### config.mk
export PLATFORM = sky130hd
export DESIGN_NAME = ty_stream_loader_flat
export DESIGN_NICKNAME = d
export VERILOG_FILES = /design/src/rtl/ty_stream_pkg.sv /design/src/rtl/ty_stream_loader_if.sv /design/src/rtl/ty_sync_fifo.sv /design/src/rtl/ty_stream_loader.sv /design/src/flat_wrapper.sv
export SDC_FILE = /design/constraint.sdc
export NUM_CORES = 1
export LEC_CHECK = 0
export ABC_CLOCK_PERIOD_IN_PS = 7100
export BUFFER_PORTS_ARGS = -buffer_cell sky130_fd_sc_hd__buf_2
export CAP_MARGIN = 5
export CORE_ASPECT_RATIO = 0.5
export CORE_UTILIZATION = 60
export DETAILED_ROUTE_END_ITERATION = 10
export MAX_ROUTING_LAYER = met4
export PLACE_DENSITY = 0.8
export SETUP_SLACK_MARGIN = 0.4
export SLEW_MARGIN = 20
export SYNTH_ARGS = -nofsm -noshare
export SYNTH_HDL_FRONTEND = slang
export SYNTH_SLANG_ARGS = --single-unit
### constraint.sdc
create_clock -name clk -period 7.1 [get_ports clk]
set_clock_uncertainty 0.05 [all_clocks]
set_input_delay 1.065 -clock clk [delete_from_list [all_inputs] [get_ports clk]]
set_output_delay 1.065 -clock clk [all_outputs]
set_load 0.1 [all_outputs]
### src/rtl/ty_stream_pkg.sv
// Shared types, default sizes and width helper for the stream loader slice.
package ty_stream_pkg;

    localparam int DEF_DATAW   = 32;
    localparam int DEF_NINPUTS = 2;
    localparam int DEF_SIZE    = 1024;

    typedef enum logic [1:0] {
        S_IDLE,
        S_ISSUE,
        S_DRAIN,
        S_DONE
    } state_t;

    // Ceiling log2, never below 1 so derived vectors always have a bit.
    function automatic int clog2(input int value);
        int r;
        r = 0;
        for (int i = 0; i < 31; i++) begin
            if ((1 << i) < value) r = i + 1;
        end
        if (r < 1) r = 1;
        return r;
    endfunction

endpackage

### src/rtl/ty_stream_loader_if.sv
// Memory read port plus outgoing stream handshake of the loader.
interface ty_stream_loader_if
    import ty_stream_pkg::*;
#(
    parameter int W  = DEF_DATAW * DEF_NINPUTS,
    parameter int AW = clog2(DEF_SIZE)
);
    logic          mem_rd_en;
    logic [AW-1:0] mem_rd_addr;
    logic [W-1:0]  mem_rd_data;
    logic          m_tvalid;
    logic [W-1:0]  m_tdata;
    logic          m_tready;

    modport master (
        output mem_rd_en, mem_rd_addr, m_tvalid, m_tdata,
        input  mem_rd_data, m_tready
    );

    modport slave (
        input  mem_rd_en, mem_rd_addr, m_tvalid, m_tdata,
        output mem_rd_data, m_tready
    );

endinterface

### src/rtl/ty_sync_fifo.sv
// Synchronous FIFO with combinational head read and an occupancy count.
module ty_sync_fifo
    import ty_stream_pkg::*;
#(
    parameter int WIDTH = 64,
    parameter int DEPTH = 8,
    localparam int PW   = clog2(DEPTH)
) (
    input  logic             clk,
    input  logic             rst_n,
    input  logic             push,
    input  logic [WIDTH-1:0] din,
    input  logic             pop,
    output logic [WIDTH-1:0] dout,
    output logic             empty,
    output logic [PW:0]      count
);
    logic [WIDTH-1:0] mem [DEPTH];
    logic [PW-1:0]    wr_ptr;
    logic [PW-1:0]    rd_ptr;
    logic             full;
    logic             do_push;
    logic             do_pop;

    assign empty   = (count == '0);
    assign full    = (count == (PW+1)'(DEPTH));
    assign do_pop  = pop && !empty;
    // A pop in the same cycle frees the slot, so a full FIFO may still push.
    assign do_push = push && (!full || do_pop);
    assign dout    = mem[rd_ptr];

    // Pointer and occupancy bookkeeping; DEPTH is a power of two so pointers wrap naturally.
    always_ff @(posedge clk) begin
        if (!rst_n) begin
            wr_ptr <= '0;
            rd_ptr <= '0;
            count  <= '0;
        end else begin
            if (do_push) wr_ptr <= wr_ptr + PW'(1);
            if (do_pop)  rd_ptr <= rd_ptr + PW'(1);
            case ({do_push, do_pop})
                2'b10:   count <= count + (PW+1)'(1);
                2'b01:   count <= count - (PW+1)'(1);
                default: count <= count;
            endcase
        end
    end

    // Storage array, written only on an accepted push.
    always_ff @(posedge clk) begin
        if (do_push) mem[wr_ptr] <= din;
    end

endmodule

### src/rtl/ty_stream_loader.sv
// Streams NINPUTS side-by-side arrays from a fixed-latency memory to a kernel.
//
// state   | meaning
// --------+-------------------------------------------------------------
// S_IDLE  | waiting for start; address is always 0 here
// S_ISSUE | issuing reads while FIFO credit allows
// S_DRAIN | all reads issued; waiting for in-flight words and FIFO to empty
// S_DONE  | one-cycle done pulse, then back to idle
module ty_stream_loader
    import ty_stream_pkg::*;
#(
    parameter int DATAW   = DEF_DATAW,
    parameter int NINPUTS = DEF_NINPUTS,
    parameter int SIZE    = DEF_SIZE,
    parameter int RDLAT   = 2,
    parameter int FDEPTH  = 8
) (
    input  logic        clk,
    input  logic        rst_n,
    input  logic        start,
    input  logic [15:0] num_wi,
    output logic        busy,
    output logic        done,
    output logic [15:0] wi_count,
    ty_stream_loader_if.master bus
);
    localparam int W  = DATAW * NINPUTS;
    localparam int AW = clog2(SIZE);
    localparam int CW = clog2(FDEPTH) + 1;

    state_t          state, state_nx;
    logic [AW-1:0]   addr, addr_nx;
    logic [15:0]     wi_nx;
    logic [15:0]     num_lat, num_nx;
    logic [RDLAT-1:0] vld_sr;
    logic            rd_en;
    logic            fifo_empty;
    logic [CW-1:0]   fifo_count;
    logic [CW:0]     in_flight;
    logic [CW:0]     used;
    logic            credit_ok;

    // Reads already strobed whose data has not yet landed in the FIFO.
    always_comb begin
        in_flight = '0;
        for (int i = 0; i < RDLAT; i++) begin
            in_flight = in_flight + (CW+1)'(vld_sr[i]);
        end
    end

    assign used      = {1'b0, fifo_count} + in_flight;
    assign credit_ok = (used < (CW+1)'(FDEPTH));

    // Next-state, read strobe and address/instance advance.
    always_comb begin
        state_nx = state;
        addr_nx  = addr;
        wi_nx    = wi_count;
        num_nx   = num_lat;
        rd_en    = 1'b0;
        done     = 1'b0;
        case (state)
            S_IDLE: begin
                if (start) begin
                    wi_nx = '0;
                    if (num_wi == 16'd0) begin
                        state_nx = S_DONE;
                    end else begin
                        // FIFO is empty and address is 0 in idle, so the
                        // first read goes out in the start cycle itself.
                        num_nx   = num_wi;
                        rd_en    = 1'b1;
                        state_nx = S_ISSUE;
                    end
                end
            end
            S_ISSUE: rd_en = credit_ok;
            S_DRAIN: begin
                if (fifo_empty && in_flight == '0) state_nx = S_DONE;
            end
            S_DONE: begin
                done     = 1'b1;
                state_nx = S_IDLE;
            end
            default: state_nx = S_IDLE;
        endcase
        if (rd_en) begin
            if (addr == AW'(SIZE - 1)) begin
                addr_nx = '0;
                wi_nx   = wi_nx + 16'd1;
                if (wi_nx == num_nx) state_nx = S_DRAIN;
            end else begin
                addr_nx = addr + AW'(1);
            end
        end
    end

    // State and run registers; reset also drops every in-flight read.
    always_ff @(posedge clk) begin
        if (!rst_n) begin
            state    <= S_IDLE;
            addr     <= '0;
            wi_count <= '0;
            num_lat  <= '0;
            vld_sr   <= '0;
        end else begin
            state    <= state_nx;
            addr     <= addr_nx;
            wi_count <= wi_nx;
            num_lat  <= num_nx;
            for (int i = RDLAT - 1; i > 0; i--) begin
                vld_sr[i] <= vld_sr[i-1];
            end
            vld_sr[0] <= rd_en;
        end
    end

    assign busy            = (state != S_IDLE);
    assign bus.mem_rd_en   = rd_en;
    assign bus.mem_rd_addr = addr;
    assign bus.m_tvalid    = !fifo_empty;

    ty_sync_fifo #(
        .WIDTH (W),
        .DEPTH (FDEPTH)
    ) u_fifo (
        .clk   (clk),
        .rst_n (rst_n),
        .push  (vld_sr[RDLAT-1]),
        .din   (bus.mem_rd_data),
        .pop   (bus.m_tvalid && bus.m_tready),
        .dout  (bus.m_tdata),
        .empty (fifo_empty),
        .count (fifo_count)
    );

endmodule

### src/flat_wrapper.sv
// flat-port wrapper written by rule: the top's interface ports become plain ports
module ty_stream_loader_flat import ty_stream_pkg::*;
#(
    parameter int DATAW   = DEF_DATAW,
    parameter int NINPUTS = DEF_NINPUTS,
    parameter int SIZE    = DEF_SIZE,
    parameter int RDLAT   = 2,
    parameter int FDEPTH  = 8
)
  (clk, rst_n, start, num_wi, busy, done, wi_count, bus_mem_rd_en, bus_mem_rd_addr, bus_m_tvalid, bus_m_tdata, bus_mem_rd_data, bus_m_tready);
  ty_stream_loader_if #(.W((DATAW * NINPUTS)), .AW((clog2(SIZE)))) bus_i ();
  input  logic clk;
  input  logic rst_n;
  input  logic start;
  input  logic [15:0] num_wi;
  output logic busy;
  output logic done;
  output logic [15:0] wi_count;
  output wire logic [$bits(bus_i.mem_rd_en)-1:0] bus_mem_rd_en;
  output wire logic [$bits(bus_i.mem_rd_addr)-1:0] bus_mem_rd_addr;
  output wire logic [$bits(bus_i.m_tvalid)-1:0] bus_m_tvalid;
  output wire logic [$bits(bus_i.m_tdata)-1:0] bus_m_tdata;
  input wire logic [$bits(bus_i.mem_rd_data)-1:0] bus_mem_rd_data;
  input wire logic [$bits(bus_i.m_tready)-1:0] bus_m_tready;
  assign bus_mem_rd_en = bus_i.mem_rd_en;
  assign bus_mem_rd_addr = bus_i.mem_rd_addr;
  assign bus_m_tvalid = bus_i.m_tvalid;
  assign bus_m_tdata = bus_i.m_tdata;
  assign bus_i.mem_rd_data = bus_mem_rd_data;
  assign bus_i.m_tready = bus_m_tready;
  ty_stream_loader #(.DATAW(DATAW), .NINPUTS(NINPUTS), .SIZE(SIZE), .RDLAT(RDLAT), .FDEPTH(FDEPTH)) u_core (.clk(clk), .rst_n(rst_n), .start(start), .num_wi(num_wi), .busy(busy), .done(done), .wi_count(wi_count), .bus(bus_i));
endmodule
==> reports/results.tsv, run 1 <==
stage	metric	value	unit
run_status	outcome	completed	
global_route	maximum_number_of_pins_on_one_net_before_global_route_repair	71	
timing	max_slew_margin	27.2	%
timing	post-route-period-util	64.6	%
worst_setup_path	path_class	register to output pin	
clock_tree	max_clock_buf_depth	3	
placement	buffer_ports.inserted	177	
global_route	grt_pass1_vias	11800	
flow_run	maximum_capacitance_violations	0	
worst_setup_path	cp.arrival	3.47	ns
detailed_routing	via_per_inst	6.11	
global_route	grt_use_total	25.3	%
yosys	sequential_area_share_after_synthesis	73.8	%
worst_hold_path	min-delay-path-class	register to register	
yosys	synthDominantAreaCellType	sky130_fd_sc_hd__edfxtp_1	
clock_tree	postCtsSetupRepairBufs	0	
worst_setup_path	worst-path-max-fanout	70	
floorplan	chipHeight	139	um
worst_setup_path	r2r_setup_slack	3.75	ns
floorplan	core_area	0.0364	mm2
pwr	power_density	321	mW/mm2
worst_setup_path	critical-path-slowest-cell	sky130_fd_sc_hd__dfxtp_4	
floorplan	cell_row_count	49	
worst_setup_path	r2r.worst_path.cells	11	
finish	finalNetCount	1424	
finish	areaGrowthSynthToFinish	13.2	%
yosys	yosys_register_bits	571	
detailed_routing	drtIter0Drc	960	
yosys	average_cell_area_after_synthesis	19.7	um2
clock_tree	cts_sinks	571	
timing	hold_viol_final	0	
detailed_routing	detail-route-antenna-nets	0	
global_route	antenna_found_initial	5	
clock_tree	post_cts.resized_instances	0	
yosys	netlist_top_cells_count	sky130_fd_sc_hd__edfxtp_1 (512), sky130_fd_sc_hd__mux4_2 (128), sky130_fd_sc_hd__mux2_2 (67)	
yosys	postSynth.topFlopCell	sky130_fd_sc_hd__edfxtp_1	
clock_tree	numCtsBuffers	48	
timing	timing_worst_slew_pin_value	1.09	ns
pwr	power_leakage	8.21	nW
floorplan	die_x	275	um
timing	max_clock_freq	0.218	GHz
timing	report.final.setup_viol	0	
floorplan	floorplan.initialDensity	61.7	%
placement	dp.final_hpwl	24700	um
yosys	syn_nets	1230	
yosys	synth_area_leaders	sky130_fd_sc_hd__edfxtp_1 (69%), sky130_fd_sc_hd__mux4_2 (13%), sky130_fd_sc_hd__dfxtp_1 (5.3%)	
clock_tree	cts_tree	yes	
clock_tree	clk_pin_slew	0.06	ns
yosys	yosys.cell_count.top_type	sky130_fd_sc_hd__edfxtp_1	
clock_tree	clk_latency	0.57	ns
clock_tree	cts_max_level	2	
yosys	syn-cell-area	0.0224	mm2
detailed_routing	first_pass_iters	4	
worst_hold_path	launch_instance_of_the_worst_min_delay_path	u_core.num_lat[10]$_SDFF_PN0_	
floorplan	design.die.area	0.0382	mm2
timing	final_period_minus_worst_setup_slack	4.59	ns
timing	unrepaired_setup_endpoints_after_global_routing	no	
yosys	synthesis.yosys.warnings	0	
detailed_routing	route.detailed.wl_per_inst	24.6	um
timing	final-max-slew-violation-count	0	
worst_setup_path	critical_path_required	5.98	ns
finish	layout-drive-gt1-share	35.3	%
finish	finalCoreUtilization	69.8	%
clock_tree	post_cts_hold_buffer_count	0	
yosys	synth_enable_flop_cells	512	
yosys	number_of_instances_in_the_synthesized_netlist	1136	
timing	final.setup.tns	0	ns
detailed_routing	drc_errors_left	0	
worst_setup_path	critPathCaptureType	output pin	
worst_setup_path	cp-endpoint	bus_m_tdata[30]	
worst_setup_path	critical_path.reg2reg.endpoint	u_core.state[1]$_SDFF_PN0_	
global_route	grt_pass1_wl	69200	um
clock_tree	clockRootBuffer	sky130_fd_sc_hd__clkbuf_16	
yosys	yosys.area.top_type_share	68.6	%
floorplan	io_pins	178	
worst_setup_path	crit_path_start_kind	register	
detailed_routing	routed-via-count	11300	
pwr	worst_ir_drop_vdd	0.182	mV
yosys	yosys.cell_types.count	60	
worst_setup_path	reg2reg_start	u_core.state[1]$_SDFF_PN0_	
yosys	postSynth.asyncResetShare	0	%
global_route	overflow	0	
worst_setup_path	worstPathCellList	buf_4 > mux4_2 > mux2_2 > buf_2	
worst_hold_path	worstHoldPathCells	2	
detailed_routing	detail_route.wirelength	45700	um
placement	gp_routability_congestion	0.879	
worst_setup_path	critical-path-max-stage-delay	0.91	ns
state kept, by name (all words and copies together), names as in the netlist, named ones only:
name                    cells
u_core.state                2
u_core.u_fifo.wr_ptr        3
u_core.wi_count            16
u_core.u_fifo.mem         512
u_core.num_lat             16
u_core.bus.mem_rd_addr     10
u_core.u_fifo.rd_ptr        3
u_core.u_fifo.count         4
u_core.vld_sr               2
per-layer routing:
metal | track usage, % | wire length, um | vias up
met4 | 7.15 | 960 | 0
met5 | - | 0 | -
met2 | 42.7 | 24100 | 436
met3 | 3.79 | 2660 | 64
li1 | - | - | 4963
met1 | 32.4 | 18000 | 5879
worst min path at each step:
stage	to	slack [ns]
2_1_floorplan	u_core.num_lat[9]$_SDFF_PN0_	0.40
3_3_place_gp	u_core.num_lat[9]$_SDFF_PN0_	0.42
3_5_place_dp	u_core.num_lat[9]$_SDFF_PN0_	0.44
4_1_cts	u_core.num_lat[10]$_SDFF_PN0_	0.45
5_1_grt	u_core.num_lat[9]$_SDFF_PN0_	0.49
6_report	u_core.num_lat[10]$_SDFF_PN0_	0.45
placed cells by master (no fill, tap or decap), types with 6 or more instances in the layout:
cell type | synthesis | routed
sky130_fd_sc_hd__a21boi_0 | 11 | 11
sky130_fd_sc_hd__xor2_1 | 16 | 16
sky130_fd_sc_hd__a21oi_1 | 12 | 12
sky130_fd_sc_hd__clkbuf_16 | 0 | 49
sky130_fd_sc_hd__mux2_2 | 67 | 67
sky130_fd_sc_hd__o21ai_0 | 10 | 10
sky130_fd_sc_hd__nor2_1 | 39 | 33
sky130_fd_sc_hd__clkinv_1 | 0 | 10
sky130_fd_sc_hd__nand2_1 | 48 | 48
sky130_fd_sc_hd__buf_2 | 15 | 177
sky130_fd_sc_hd__nor3_1 | 12 | 10
sky130_fd_sc_hd__dfxtp_1 | 59 | 56
sky130_fd_sc_hd__buf_4 | 2 | 17
sky130_fd_sc_hd__nand4_1 | 8 | 8
sky130_fd_sc_hd__inv_1 | 12 | 12
sky130_fd_sc_hd__and2_1 | 19 | 19
sky130_fd_sc_hd__clkbuf_1 | 28 | 11
sky130_fd_sc_hd__nor4_1 | 7 | 7
sky130_fd_sc_hd__xnor2_1 | 31 | 31
sky130_fd_sc_hd__nor2_4 | 0 | 6
sky130_fd_sc_hd__edfxtp_1 | 512 | 512
sky130_fd_sc_hd__mux2i_1 | 6 | 6
sky130_fd_sc_hd__clkinv_2 | 0 | 8
sky130_fd_sc_hd__ha_1 | 9 | 9
sky130_fd_sc_hd__mux4_2 | 128 | 128
sky130_fd_sc_hd__nor2b_1 | 10 | 10
sky130_fd_sc_hd__nand3_1 | 13 | 13
logic make-up after synthesis:
group / after synthesis / share of synthesized area (%)
buffers and inverters: 63 / 1.18
multiplexers: 201 / 16.5
flip-flops: 571 / 73.8
AND/OR/NAND/NOR: 187 / 4.37
adder cells (fa/ha/maj): 10 / 0.591
AO/OA/AOI/OAI: 57 / 1.70
XOR/XNOR: 47 / 1.84
stage by stage:
step	power (mW)	std cells	hold slack (ns)	setup WS [ns]	instance area, um2
floorplan	5.40	1136	0.404	0.548	22400
global placement	5.68	1764	0.422	3.05	23900
detailed placement	5.71	1764	0.442	3.03	23900
CTS	8.20	1851	0.448	2.44	25400
global route	8.39	1856	0.489	2.31	25400
finish	8.15	1856	0.447	2.51	25400
worst max-delay path: cells and delay by family (launching register included):
family | cells | cell delay (ns)
buffers and inverters | 2 | 1.21
DFF | 1 | 0.91
muxes | 2 | 0.74
report_power, final:
group          internal (mW)  switching [mW]  leakage [nW]
clock                   1.35            1.16         0.709
combinational          0.553            1.27          2.41
sequential              3.72           0.103          5.09
area by class of cell:
class                      count  area (um2)
clock inverter                27         201
fill                        2189       11000
clock buffer                  60        1270
sequential                   571       16600
inverter                      12        45.0
tap                          484         606
multi-input combinational    502        5660
timing repair buffer         195        1030
antenna                        5        12.5
Power figures use the tool's default switching activity.
==> run 2, diff against run 1 <==
--- a/config.mk
+++ b/config.mk
@@ -5,7 +5,7 @@
 export SDC_FILE = /design/constraint.sdc
 export NUM_CORES = 1
 export LEC_CHECK = 0
-export ABC_CLOCK_PERIOD_IN_PS = 7100
+export ABC_CLOCK_PERIOD_IN_PS = 4310
 export BUFFER_PORTS_ARGS = -buffer_cell sky130_fd_sc_hd__buf_2
 export CAP_MARGIN = 5
 export CORE_ASPECT_RATIO = 0.5
==> constraint.sdc (replaced) <==
create_clock -name clk -period 4.31 [get_ports clk]
set_clock_uncertainty 0.05 [all_clocks]
set_input_delay 0.6465 -clock clk [delete_from_list [all_inputs] [get_ports clk]]
set_output_delay 0.6465 -clock clk [all_outputs]
set_load 0.1 [all_outputs]
==> run 2 against run 1 <==
Against the previous run:
- global-route usage rose by 0.45 points
- design area increased by 0.82%
- power grew 67%
- wire length rose by 2.4%
- critical path type unchanged
==> reports/results.tsv, run 2 (synthesis gave the netlist of run 1 again) <==
stage	metric	value	unit
run_status	outcome	completed	
clock_tree	cts_tree	yes	
detailed_routing	detail-route-antenna-nets	0	
worst_setup_path	path_class	register to output pin	
detailed_routing	highest-signal-layer	met4	
placement	dp.final_hpwl	26400	um
timing	hold_viol_final	0	
clock_tree	post_cts.resized_instances	0	
global_route	maximum_number_of_pins_on_one_net_before_global_route_repair	65	
timing	timing_worst_slew_pin_value	1.13	ns
timing	post-route-period-util	84.1	%
global_route	grt_pass1_vias	12000	
detailed_routing	via_per_inst	6.15	
global_route	antenna_found_initial	3	
worst_setup_path	worstPathCellList	buf_12 > mux4_2 > mux2_2 > buf_2	
detailed_routing	first_pass_iters	5	
timing	max_slew_margin	24.7	%
clock_tree	postCtsSetupRepairBufs	0	
finish	finalNetCount	1431	
worst_setup_path	crit_path_start_kind	register	
placement	buffer_ports.inserted	177	
pwr	worst_ir_drop_vdd	0.256	mV
finish	finalCoreUtilization	70.4	%
pwr	power_leakage	8.30	nW
clock_tree	numCtsBuffers	47	
global_route	grt_use_total	25.8	%
worst_setup_path	critical-path-max-stage-delay	0.82	ns
worst_setup_path	cp.arrival	2.93	ns
floorplan	chipHeight	139	um
flow_run	maximum_capacitance_violations	0	
detailed_routing	met2WireLength	24800	um
finish	largest-register	u_core.u_fifo.mem	
finish	areaGrowthSynthToFinish	14.2	%
clock_tree	cts_sinks	571	
worst_setup_path	critical-path-slowest-cell	sky130_fd_sc_hd__dfxtp_4	
global_route	overflow	0	
detailed_routing	route.layer.met1.wl	18400	um
floorplan	floorplan.initialDensity	61.7	%
timing	layout_setup_ws	0.685	ns
worst_setup_path	critPathCaptureType	output pin	
finish	top_regs	u_core.u_fifo.mem (512), u_core.num_lat (16), u_core.wi_count (16)	
timing	max_clock_freq	0.276	GHz
clock_tree	post_cts_hold_buffer_count	0	
finish	largest_register_ff_count	512	
placement	gp_routability_congestion	0.887	
global_route	grt_pass1_wl	70700	um
worst_hold_path	min-delay-path-class	input pin to register	
floorplan	cell_row_count	49	
timing	final.setup.tns	0	ns
timing	report.final.setup_viol	0	
pwr	design_power_total	13.6	mW
clock_tree	cts_max_level	2	
finish	highest_count_cells_in_the_layout_ignoring_fill_and_taps	sky130_fd_sc_hd__edfxtp_1 (512), sky130_fd_sc_hd__buf_2 (177), sky130_fd_sc_hd__mux4_2 (128)	
detailed_routing	detail_route.wirelength	46800	um
timing	final-max-slew-violation-count	0	
floorplan	core_area	0.0364	mm2
detailed_routing	drc_errors_left	0	
timing	final_period_minus_worst_setup_slack	3.62	ns
clock_tree	clk_latency	0.56	ns
placement	post-place-ws	0.970	ns
floorplan	design.die.area	0.0382	mm2
finish	layout-drive-gt1-share	35.5	%
floorplan	io_pins	178	
clock_tree	clk_pin_slew	0.07	ns
worst_setup_path	worst-path-max-fanout	31	
finish	mostFrequentLayoutCell	sky130_fd_sc_hd__edfxtp_1	
floorplan	die_x	275	um
clock_tree	max_clock_buf_depth	3	
detailed_routing	drtIter0Drc	850	
worst_setup_path	critical_path_required	3.61	ns
clock_tree	clockRootBuffer	sky130_fd_sc_hd__clkbuf_16	
pwr	power_density	531	mW/mm2
detailed_routing	routed-wl-met3	2770	um
detailed_routing	routed-via-count	11400	
timing	unrepaired_setup_endpoints_after_global_routing	no	
detailed_routing	route.detailed.wl_per_inst	25.1	um
finish	final.fill_count	2112	
## run 2: final cells by class
class	count	area [um2]	share of cell area, %
flip-flops and latches	571	16600	64.7
multi-input cells	502	5670	22.2
clock buffers	63	1270	4.95
repair buffers	203	1190	4.66
well taps	484	606	2.37
clock inverters	21	239	0.934
inverters	12	45.0	0.176
diodes	4	10.0	0.0391
## run 2: layer usage
metal,global-route usage (%),vias to the layer above
li1,-,4983
met1,33.1,5970
met2,43.9,425
met3,3.98,69
met4,5.73,0
met5,-,-
## run 2: path summary, 6_finish.rpt
check                                                  start                                  to  slack [ns]  cells after the start
worst max-delay path                                register                     bus_m_tdata[63]        0.69                      4
worst min-delay path                     bus_mem_rd_data[50]  u_core.u_fifo.mem[3][50]$_DFFE_PP_        0.29                      1
worst max register to register    u_core.state[1]$_SDFF_PN0_          u_core.state[1]$_SDFF_PN0_        1.27                     11
worst min register to register  u_core.num_lat[9]$_SDFF_PN0_        u_core.num_lat[9]$_SDFF_PN0_        0.44                      2
## run 2: power breakdown
group          internal (mW)  switching (mW)  total [mW]
Clock                   2.37            1.88        4.25
Combinational          0.937            2.14        3.08
Sequential              6.12           0.154        6.27
Total                   9.43            4.17        13.6
## run 2: stage by stage
step                      cell area (um2)  hold slack [ns]  instances
after floorplan                     22400            0.404       1136
after global placement              24100            0.420       1771
after global routing                25600            0.279       1859
after detailed placement            24100            0.424       1772
after CTS                           25600            0.268       1856
final                               25600            0.291       1860
## run 2: critical path: cells and delay by family, from the launching register on
kind     cells  cell delay [ns]
buf+inv      2             0.63
flops        1             0.82
mux          2             0.88
==> run 3, diff against run 2 <==
--- a/config.mk
+++ b/config.mk
@@ -5,7 +5,7 @@
 export SDC_FILE = /design/constraint.sdc
 export NUM_CORES = 1
 export LEC_CHECK = 0
-export ABC_CLOCK_PERIOD_IN_PS = 4310
+export ABC_CLOCK_PERIOD_IN_PS = 3650
 export BUFFER_PORTS_ARGS = -buffer_cell sky130_fd_sc_hd__buf_2
 export CAP_MARGIN = 5
 export CORE_ASPECT_RATIO = 0.5
==> constraint.sdc (replaced) <==
create_clock -name clk -period 3.65 [get_ports clk]
set_clock_uncertainty 0.05 [all_clocks]
set_input_delay 0.5475 -clock clk [delete_from_list [all_inputs] [get_ports clk]]
set_output_delay 0.5475 -clock clk [all_outputs]
set_load 0.1 [all_outputs]
==> run 3 against run 2 <==
Against the previous run:
- die area did not move
- flip-flop and latch count is the same
- combinational power up 22%
- wire length is 6.0% higher
- critical path depth stayed put
- count of clock-buffer cells in the layout rose by 1
- sequential power up 17%
- first-iteration DRC count is 19% higher
- sequential share of layout area is 0.23 points lower
- utilization grew 0.26 points
- worst setup slack got worse by 0.24 ns
- design area grew 0.37%
- critical path type unchanged
- critical endpoint is now bus_m_tdata[35]
==> reports/results.tsv, run 3 (synthesis gave the netlist of run 1 again) <==
stage	metric	value	unit
run_status	outcome	completed	
finish	post-route-cell-area	0.0257	mm2
finish	top_regs	u_core.u_fifo.mem (512), u_core.num_lat (16), u_core.wi_count (16)	
placement	buffer_ports.inserted	177	
timing	max_slew_margin	48.8	%
detailed_routing	routed-via-count	11600	
floorplan	floorplan.initialDensity	61.7	%
finish	layout-drive-gt1-share	35.5	%
clock_tree	max_clock_buf_depth	3	
global_route	overflow	0	
worst_setup_path	cp.arrival	2.61	ns
timing	report.final.setup_viol	0	
pwr	worst_ir_drop_vdd	0.337	mV
floorplan	design.die.area	0.0382	mm2
timing	unrepaired_setup_endpoints_after_global_routing	yes	
clock_tree	clk_latency	0.56	ns
detailed_routing	via_per_inst	6.25	
worst_setup_path	reg2reg_start	u_core.state[1]$_SDFF_PN0_	
worst_setup_path	worst-path-max-fanout	44	
global_route	grt_pass1_vias	12100	
worst_setup_path	critical_path_required	3.05	ns
floorplan	die_x	275	um
pwr	power_density	632	mW/mm2
detailed_routing	detail_route.wirelength	49600	um
worst_setup_path	path_class	register to output pin	
detailed_routing	first_pass_iters	7	
finish	largest_register_ff_count	512	
flow_run	maximum_capacitance_violations	0	
finish	finalNetCount	1426	
worst_hold_path	min-delay-path-class	input pin to register	
timing	hold-worst-slack	0.183	ns
timing	final.setup.tns	0	ns
timing	final_period_minus_worst_setup_slack	3.21	ns
worst_setup_path	cp-endpoint	bus_m_tdata[35]	
clock_tree	clockRootBuffer	sky130_fd_sc_hd__clkbuf_16	
worst_setup_path	r2r_setup_slack	0.68	ns
clock_tree	numCtsBuffers	47	
clock_tree	post_cts_hold_buffer_count	0	
floorplan	chipHeight	139	um
finish	largest-register	u_core.u_fifo.mem	
placement	gp_routability_congestion	0.850	
timing	timing_worst_slew_pin_value	0.758	ns
pwr	design_power_total	16.2	mW
global_route	grt_pass1_wl	73800	um
timing	post-route-period-util	87.9	%
finish	highest_count_cells_in_the_layout_ignoring_fill_and_taps	sky130_fd_sc_hd__edfxtp_1 (512), sky130_fd_sc_hd__buf_2 (176), sky130_fd_sc_hd__mux4_2 (128)	
finish	final.fill_count	2104	
finish	mostFrequentLayoutCell	sky130_fd_sc_hd__edfxtp_1	
global_route	maximum_number_of_pins_on_one_net_before_global_route_repair	65	
placement	placement.cell_area	0.0241	mm2
worst_setup_path	crit_path_start_kind	register	
clock_tree	cts_tree	yes	
detailed_routing	detail-route-antenna-nets	0	
detailed_routing	drc_errors_left	0	
detailed_routing	drtIter0Drc	1015	
clock_tree	clk_pin_slew	0.06	ns
placement	dp.final_hpwl	25800	um
worst_setup_path	critical_path.reg2reg.endpoint	u_core.state[0]$_SDFF_PN0_	
timing	max_clock_freq	0.312	GHz
clock_tree	cts_sinks	571	
worst_setup_path	critPathCaptureType	output pin	
pwr	power_leakage	8.30	nW
global_route	antenna_found_initial	7	
timing	hold_viol_final	0	
global_route	grt_use_total	27.4	%
timing	final-max-slew-violation-count	0	
floorplan	io_pins	178	
floorplan	cell_row_count	49	
worst_setup_path	r2r.worst_path.cells	11	
floorplan	core_area	0.0364	mm2
detailed_routing	route.detailed.wl_per_inst	26.7	um
finish	areaGrowthSynthToFinish	14.6	%
clock_tree	cts_max_level	2	
-- run 3: cell count changes in the layout (fill, tap and decap cells not counted), moves of 2 or more --
cell | previous run | this run
sky130_fd_sc_hd__buf_4 | 17 | 5
sky130_fd_sc_hd__buf_12 | 9 | 13
sky130_fd_sc_hd__diode_2 | 4 | 7
sky130_fd_sc_hd__buf_8 | 0 | 2
sky130_fd_sc_hd__clkbuf_8 | 1 | 3
sky130_fd_sc_hd__clkinv_1 | 8 | 6
sky130_fd_sc_hd__inv_6 | 2 | 0
-- run 3: timing repair --
| item | 4_1_cts | 5_1_grt |
|---|---|---|
| endpoints found under the setup margin | 44 | 42 |
| setup buffers | 1 | 0 |
| resized for setup | 2 | 4 |
-- run 3: how the worst min path moves through the flow --
stage,slack [ns],cells past startpoint,start,end
after floorplan,0.40,2,u_core.num_lat[9]$_SDFF_PN0_,u_core.num_lat[9]$_SDFF_PN0_
after global placement,0.42,2,u_core.num_lat[10]$_SDFF_PN0_,u_core.num_lat[10]$_SDFF_PN0_
after detailed placement,0.43,2,u_core.num_lat[9]$_SDFF_PN0_,u_core.num_lat[9]$_SDFF_PN0_
after CTS,0.16,1,bus_mem_rd_data[43],u_core.u_fifo.mem[7][43]$_DFFE_PP_
after global routing,0.17,1,bus_mem_rd_data[62],u_core.u_fifo.mem[7][62]$_DFFE_PP_
final,0.18,1,bus_mem_rd_data[38],u_core.u_fifo.mem[6][38]$_DFFE_PP_
-- run 3: metrics by stage --
step | setup slack (ns) | cells | utilization (%)
final | 0.441 | 1859 | 70.7
after global routing | 0.349 | 1859 | 70.7
after CTS | 0.367 | 1852 | 70.6
after detailed placement | 0.414 | 1766 | 66.3
after global placement | 0.414 | 1766 | 66.3
after floorplan | -0.662 | 1136 | -
-- run 3: final cells by class --
class | instances | area, um2 | area share [%]
clock buffers | 64 | 1260 | 4.90
flip-flops and latches | 571 | 16600 | 64.5
multi-input cells | 502 | 5670 | 22.1
inverters | 12 | 45.0 | 0.175
diodes | 7 | 17.5 | 0.0682
repair buffers | 198 | 1250 | 4.86
clock inverters | 21 | 277 | 1.08
well taps | 484 | 606 | 2.36
-- run 3: critical path: stages (launching register included) --
cell                      delay [ns]
sky130_fd_sc_hd__dfxtp_4        0.49
sky130_fd_sc_hd__buf_16         0.33
sky130_fd_sc_hd__mux4_2         0.58
sky130_fd_sc_hd__mux2_2         0.30
sky130_fd_sc_hd__buf_2          0.30
-- run 3: power by group --
part	switching, mW	internal, mW
Sequential	0.109	7.23
Clock	2.29	2.86
Combinational	2.63	1.13
Total	5.02	11.2
-- run 3: per-layer routing --
metal	global-route usage, %	up-vias	part of all wire, %
met5	-	-	0
met4	8.14	0	2.2
met3	4.69	80	6.5
met2	45.3	532	53
met1	35.1	6041	39
li1	-	4971	-
